<file path="config.mk">
export PLATFORM = sky130hd
export DESIGN_NAME = tmds_encoder
export DESIGN_NICKNAME = d
export VERILOG_FILES = /design/src/rtl/tmds_pkg.sv /design/src/rtl/tmds_qm_stage.sv /design/src/rtl/tmds_encoder.sv
export SDC_FILE = /design/constraint.sdc
export NUM_CORES = 1
export LEC_CHECK = 0
export CAP_MARGIN = 10
export CORE_AREA = 2 2 64 66
export CTS_CLUSTER_SIZE = 40
export DETAILED_ROUTE_END_ITERATION = 10
export DIE_AREA = 0 0 66 68
export GPL_ROUTABILITY_DRIVEN = 0
export PLACE_DENSITY_LB_ADDON = 0.3
export SLEW_MARGIN = 20
export SYNTH_ARGS = -nofsm -noshare
export SYNTH_HDL_FRONTEND = slang
export SYNTH_HIERARCHICAL = 1
export SYNTH_SLANG_ARGS = --single-unit
</file>
<file path="constraint.sdc">
create_clock -name clk -period 9.78 [get_ports clk]
set_clock_uncertainty 0.05 [all_clocks]
set_input_delay 2.934 -clock clk [delete_from_list [all_inputs] [get_ports clk]]
set_output_delay 2.934 -clock clk [all_outputs]
set_load 0.05 [all_outputs]
</file>
<file path="src/rtl/tmds_pkg.sv">
// Shared TMDS constants, types and helpers for the 8b/10b channel encoder.
package tmds_pkg;

    localparam int unsigned TMDS_SYM_W  = 10;
    localparam int unsigned TMDS_DATA_W = 8;
    localparam int unsigned TMDS_CTRL_W = 2;
    localparam int unsigned TMDS_QM_W   = 9;
    localparam int unsigned TMDS_CNT_W  = 5;

    localparam logic [TMDS_SYM_W-1:0] CTRL_00 = 10'b1101010100;
    localparam logic [TMDS_SYM_W-1:0] CTRL_01 = 10'b0010101011;
    localparam logic [TMDS_SYM_W-1:0] CTRL_10 = 10'b0101010100;
    localparam logic [TMDS_SYM_W-1:0] CTRL_11 = 10'b1010101011;

    typedef logic signed [TMDS_CNT_W-1:0] disp_t;

    // Stage-1 output word carried into the DC-balance stage.
    typedef struct packed {
        logic                   de;
        logic [TMDS_CTRL_W-1:0] ctrl;
        logic [TMDS_QM_W-1:0]   qm;
    } qm_word_t;

    function automatic logic [3:0] popcount8(input logic [TMDS_DATA_W-1:0] v);
        logic [3:0] n;
        n = '0;
        for (int i = 0; i < int'(TMDS_DATA_W); i++) begin
            n = n + 4'(v[i]);
        end
        return n;
    endfunction

endpackage

</file>
<file path="src/rtl/tmds_qm_stage.sv">
// TMDS stage 1: transition-minimised q_m generation and its pipeline register.
module tmds_qm_stage
    import tmds_pkg::*;
(
    input  logic                   clk,
    input  logic                   rst,
    input  logic                   de,
    input  logic [TMDS_CTRL_W-1:0] ctrl,
    input  logic [TMDS_DATA_W-1:0] data,
    output qm_word_t               word
);

    logic [3:0]           n1d_c;
    logic                 use_xnor_c;
    logic [TMDS_QM_W-1:0] qm_c;

    // XNOR chaining is chosen whenever it yields fewer transitions.
    always_comb begin
        n1d_c      = popcount8(data);
        use_xnor_c = (n1d_c > 4'd4) || ((n1d_c == 4'd4) && !data[0]);
        qm_c       = '0;
        qm_c[0]    = data[0];
        for (int i = 1; i < int'(TMDS_DATA_W); i++) begin
            qm_c[i] = use_xnor_c ? ~(qm_c[i-1] ^ data[i]) : (qm_c[i-1] ^ data[i]);
        end
        qm_c[8] = ~use_xnor_c;
    end

    always_ff @(posedge clk) begin
        if (rst) begin
            word <= '0;
        end else begin
            word.de   <= de;
            word.ctrl <= ctrl;
            word.qm   <= qm_c;
        end
    end

endmodule

</file>
<file path="src/rtl/tmds_encoder.sv">
// DVI/TMDS 8b/10b encoder for one colour channel, two-clock latency.
// Optional raw-symbol bypass enabled by defining TMDS_ENC_BYPASS_EN.
module tmds_encoder
    import tmds_pkg::*;
(
    input  logic                   clk,
    input  logic                   rst,
    input  logic                   de,
    input  logic [TMDS_CTRL_W-1:0] ctrl,
    input  logic [TMDS_DATA_W-1:0] data,
`ifdef TMDS_ENC_BYPASS_EN
    input  logic                   raw_en,
    input  logic [TMDS_SYM_W-1:0]  raw,
`endif
    output logic [TMDS_SYM_W-1:0]  sym
);

    qm_word_t word;

    tmds_qm_stage u_qm_stage (
        .clk  (clk),
        .rst  (rst),
        .de   (de),
        .ctrl (ctrl),
        .data (data),
        .word (word)
    );

`ifdef TMDS_ENC_BYPASS_EN
    logic                  raw_en_q;
    logic [TMDS_SYM_W-1:0] raw_q;

    // Raw symbols ride alongside stage 1 so they keep the same latency.
    always_ff @(posedge clk) begin
        if (rst) begin
            raw_en_q <= 1'b0;
            raw_q    <= '0;
        end else begin
            raw_en_q <= raw_en;
            raw_q    <= raw;
        end
    end
`endif

    disp_t                 cnt;
    disp_t                 cnt_c;
    disp_t                 diff_c;
    logic [TMDS_SYM_W-1:0] sym_c;
    logic [3:0]            n1_c;
    logic [3:0]            n0_c;
    logic                  q8_c;
    logic [7:0]            q_c;

    // Stage 2: DC balancing against the running disparity; diff_c = n1 - n0.
    always_comb begin
        sym_c  = CTRL_00;
        cnt_c  = cnt;
        q8_c   = word.qm[8];
        q_c    = word.qm[7:0];
        n1_c   = popcount8(q_c);
        n0_c   = 4'd8 - n1_c;
        diff_c = disp_t'({1'b0, n1_c}) - disp_t'({1'b0, n0_c});

        if (!word.de) begin
            case (word.ctrl)
                2'b00:   sym_c = CTRL_00;
                2'b01:   sym_c = CTRL_01;
                2'b10:   sym_c = CTRL_10;
                default: sym_c = CTRL_11;
            endcase
            cnt_c = '0;
        end else if ((cnt == '0) || (n1_c == n0_c)) begin
            sym_c = {~q8_c, q8_c, (q8_c ? q_c : ~q_c)};
            cnt_c = q8_c ? (cnt + diff_c) : (cnt - diff_c);
        end else if ((!cnt[4] && (n1_c > n0_c)) || (cnt[4] && (n0_c > n1_c))) begin
            sym_c = {1'b1, q8_c, ~q_c};
            cnt_c = cnt - diff_c + disp_t'({q8_c, 1'b0});
        end else begin
            sym_c = {1'b0, q8_c, q_c};
            cnt_c = cnt + diff_c - disp_t'({~q8_c, 1'b0});
        end

`ifdef TMDS_ENC_BYPASS_EN
        if (raw_en_q) begin
            sym_c = raw_q;
            cnt_c = cnt;
        end
`endif
    end

    always_ff @(posedge clk) begin
        if (rst) begin
            sym <= CTRL_00;
            cnt <= '0;
        end else begin
            sym <= sym_c;
            cnt <= cnt_c;
        end
    end

endmodule

</file>
Word level (Yosys, flattened, before mapping). Index checks and enable logic that the tools add are counted. Widths: inputs -> output; s select.

Bits in registers: 27. Bits in latches: 0. RAM bits: 0. ROM bits: 0. Input port bits: 13. Logic and storage cells: 76. Memories kept: 0.

Add/subtract/negate cells: 20. $mul: 0. Div/mod/pow operators: 0. $lt $le $gt $ge: 3. Equality and inequality tests: 4. Shift operators: 0. Multiplexer cells: 15. Bitwise gates (word level): 18. Reduce and logical (&&, ||, !) cells: 11.

Operator list (count): $add 4x1->4 (10); $mux 10 (3); $pmux 10 s3 (1); $mux 5 (3); $not 1->1 (10); $gt 4x4->1 (2); $mux 8 (1); $not 8->8 (1); $mux 1 (7); $xor 1x1->1 (7); $add 5x3->5 (1); $add 5x5->5 (1); $logic_not 5->1 (1); $sub 4x4->5 (1); $sub 5x3->5 (1); $sub 5x5->5 (1); $add 1x1->2 (2); $add 3x1->4 (1); $eq 4x3->1 const B (1); $eq 4x4->1 (1); $gt 4x3->1 const B (1); $sub 4x4->4 const A (1); $add 2x1->3 (1); $logic_and 1x1->1 (3); other kinds (6) (9).

Depth between registers and ports, before layout.
Depth in word-level cells: 29. Depth in mapped cells: 15.

Modules after synthesis. The synthesis kept the hierarchy.

Modules (own cells, without submodules): tmds_encoder (times used 1, cells each 152, area an instance 1342.5 µm², sequential area each 300.3 µm²); tmds_qm_stage (times used 1, cells each 58, area an instance 644.4 µm², sequential area each 240.2 µm²).

Worst setup path before layout. Ideal clock, no wire load.

Path kind: input to register. Start: input data[0]. End: register, netlist name u_qm_stage/word[5]. Arrival: 5.900 ns. Required time: 9.665 ns. Slack: 3.765 ns. Stages on the path: 11. Buffers on the path: 0. Cell sequence: inv_1 -> fa_1 -> fa_1 -> fa_1 -> inv_1 -> ha_1 -> fa_1 -> nor3b_1 -> o22ai_2 -> xnor3_1 -> nor2_1.

Word-level cells in the longest chain between the ends: 23. Elaborated cells between the ends (all ways): 27. Those cells by class: add/sub (7); order compare (1); eq/ne (1); mux (5); bitwise (10); reduce/logical (3).

RTL lines: start: declaration (line tmds_encoder.sv:10) `input logic [TMDS_DATA_W-1:0] data,`; parallel branches: the longest is 22 deep, another holds $add 4x1->4; $mux 1 (*) (line tmds_qm_stage.sv:24) `qm_c[i] = use_xnor_c ? ~(qm_c[i-1] ^ data[i]) : (qm_c[i-1] ^ data[i]);`.

Mark *: on every way between the ends. A chain may end at the register's enable or synchronous reset.

Worst setup path after layout.
Start: input data[0]. End: register, netlist name u_qm_stage/word[7].

Word-level cells in the longest chain between the ends: 29. Elaborated cells between the ends (all ways): 33. Those cells by class: add/sub (7); order compare (1); eq/ne (1); mux (7); bitwise (14); reduce/logical (3).

RTL lines (line): parallel branches: the longest is 28 deep, another holds $add 4x1->4; $mux 1 (*) (tmds_qm_stage.sv:24).

Marks and branches as above.

==> results.ini <==
[floorplanning]
rows=23
core_area_um2=3860
dieArea_um2=4490
die_h_um=68
dieWidth_um=66
io_pins=23
start_util_pct=51.5

[sta]
hold_viol_final=0
rsz0062_at_grt=false
worstMarginPinSlew_ns=0.922
tns_ns=0
final.setup.worst_slack_ns=3.31
setup_viol=0
final.min_clock_period_ns=6.47
max_freq_ghz=0.154
timing.slew.headroom_pct=38.3
maxSlewViolCount=0
fin_crit_sh_pct=66.2

[final_layout]
final_area_um2=2280
mostFrequentLayoutCell=inv_1
drive_gt1_share_pct=6.93
final_util_pct=59.2
area_growth_pct=15.0
nets=277
final_cell_mix=inv_1, dfxtp_1, ha_1, clkdlybuf4s50_1, nor2_1
antenna_cells=0

[setup_path]
worst_ep_arrival_time_ns=6.62
crit_family=adder cells
crit_fanout=5
crit_chain=clkdlybuf4s50_1 > inv_1 > fa_1 > fa_1 > fa_1 > inv_1 > ha_1 > fa_1 > nor3b_1 > o22ai_2 > xnor3_1 > nor2_1
critical_path.slowest_cell=fa_1
r2r_start=u_qm_stage/word[0]
end_kind=register
cpPeakStageDelay_ns=0.57
r2r-end=sym[9]
cp_common_cell=fa_1
worst_setup_path_start_kind=input pin
critPathKind=in -> reg
r2r_slack_ns=4.95
worst_r2r_path_depth=13
crit_required_ns=9.93
crit_start=data[0]
path_buf_inv=3

[clock_tree]
clk_pin_slew_ns=0.09
cts_tree=built
cts.htree.levels=1
cts_num_sinks=27
cts-resized-gates=0
cts-root-buf=clkbuf_8
cts_buffer_depth=2
postCtsHoldBufs=0
cts_setup_buffers=0
clock_latency_ns=0.27
numCtsBuffers=3

[routing]
drtAntennaViolNets=0
wirelength_um=3430
drtIter0Drc=42
wl_per_cell_um=12.2
viasPerCell=4.92
drc=0
dr.pass1.iters=4
vias=1383

[place]
pre_cts_ws_ns=3.03
dp_hpwl_um=2890
placed_area_um2=2230
port_buffers=22

[yosys]
synthFlopType=dfxtp_1
yosysWarnings=6
synth.avg_cell_area_um2=9.46
seq_area_frac_synth_pct=27.2
synthDistinctLibCells=47
synth_cells=210
synth_edf_count=0
synth_seq_cells=27
syn-cell-area_um2=1990
ys_async_sr_fraction_pct=0
syn-num-nets=255

[global_route]
grtUsageTotal_pct=17.5
first_global_vias=1359
grt_pass1_wl_um=5970
grt_max_degree=19
gr-total-overflow=0
antenna_found_initial=0

[flow_run]
max_cap_violations=0

[hold_path]
worstHoldStart=cnt[0]
hp-class=reg -> reg
hold_path_end=cnt[0]
hold_depth=1

[run_status]
outcome=complete, no violations

[worst max path at each step]
stage | endpoint | depth (start not counted)
final | u_qm_stage/word[7] | 12
after global routing | u_qm_stage/word[7] | 12
after CTS | u_qm_stage/word[7] | 12
after detailed placement | u_qm_stage/word[7] | 12
after global placement | u_qm_stage/word[5] | 12
after floorplan | u_qm_stage/word[5] | 11
[sequential cells by signal, summed over array words and instances (netlist names)]
signal	flops
sym	10
u_qm_stage/word	12
cnt	5
[cells in the mapped netlist (2+ instances only)]
cell | n | area (um^2)
nand3_1 | 2 | 10.0
nor3_1 | 2 | 10.0
o21ai_0 | 6 | 30.0
nand2b_1 | 2 | 12.5
xnor3_1 | 3 | 67.6
mux2i_1 | 3 | 30.0
xnor2_1 | 16 | 140
a211oi_1 | 3 | 22.5
fa_1 | 9 | 180
or2_2 | 2 | 12.5
nor2b_1 | 4 | 25.0
o21bai_1 | 2 | 15.0
xor2_1 | 5 | 43.8
dfxtp_1 | 27 | 541
clkbuf_1 | 2 | 7.51
ha_1 | 23 | 288
nor2_1 | 21 | 78.8
inv_1 | 34 | 128
nand2_1 | 4 | 15.0
o21ai_1 | 7 | 35.0
a21oi_1 | 7 | 35.0
[cells by family (layout without fill, tap and decap cells)]
| family | count (synthesis) | in the layout | share of synthesized area, % |
|---|---|---|---|
| DFF | 27 | 27 | 27.2 |
| AOI/OAI and AO/OA | 37 | 37 | 12.8 |
| buffers and inverters | 40 | 61 | 8.50 |
| muxes | 3 | 3 | 1.51 |
| and+or+nand+nor | 45 | 45 | 11.7 |
| xor gates and xnor gates | 26 | 26 | 14.7 |
| adders and majority gates | 32 | 32 | 23.6 |
[area by class of cell]
| type | instances | area, um^2 |
|---|---|---|
| Fill cell | 353 | 1570 |
| Multi-Input combinational cell | 143 | 1280 |
| Sequential cell | 27 | 541 |
| Timing Repair Buffer | 22 | 220 |
| Inverter | 35 | 131 |
| Tap cell | 50 | 62.6 |
| Clock buffer | 3 | 41.3 |
| Clock inverter | 1 | 5.00 |
[stage by stage]
step / instances / hold slack [ns]
final: 281 / 0.438
after global routing: 281 / 0.455
after CTS: 281 / 0.432
after detailed placement: 277 / 0.410
after global placement: 277 / 0.400
after floorplan: 210 / 0.381
[per-layer routing]
| metal | vias to the layer above | wire [um] | GRT usage (%) |
|---|---|---|---|
| li1 | 722 | - | - |
| met1 | 636 | 1600 | 21.0 |
| met2 | 21 | 1700 | 32.2 |
| met3 | 4 | 92 | 3.45 |
| met4 | 0 | 40 | 4.59 |
| met5 | - | 0 | 0 |
Power is left out: the tool's default activity adds up to more than one toggle a clock period on the data nets, which glitch-free logic cannot reach.
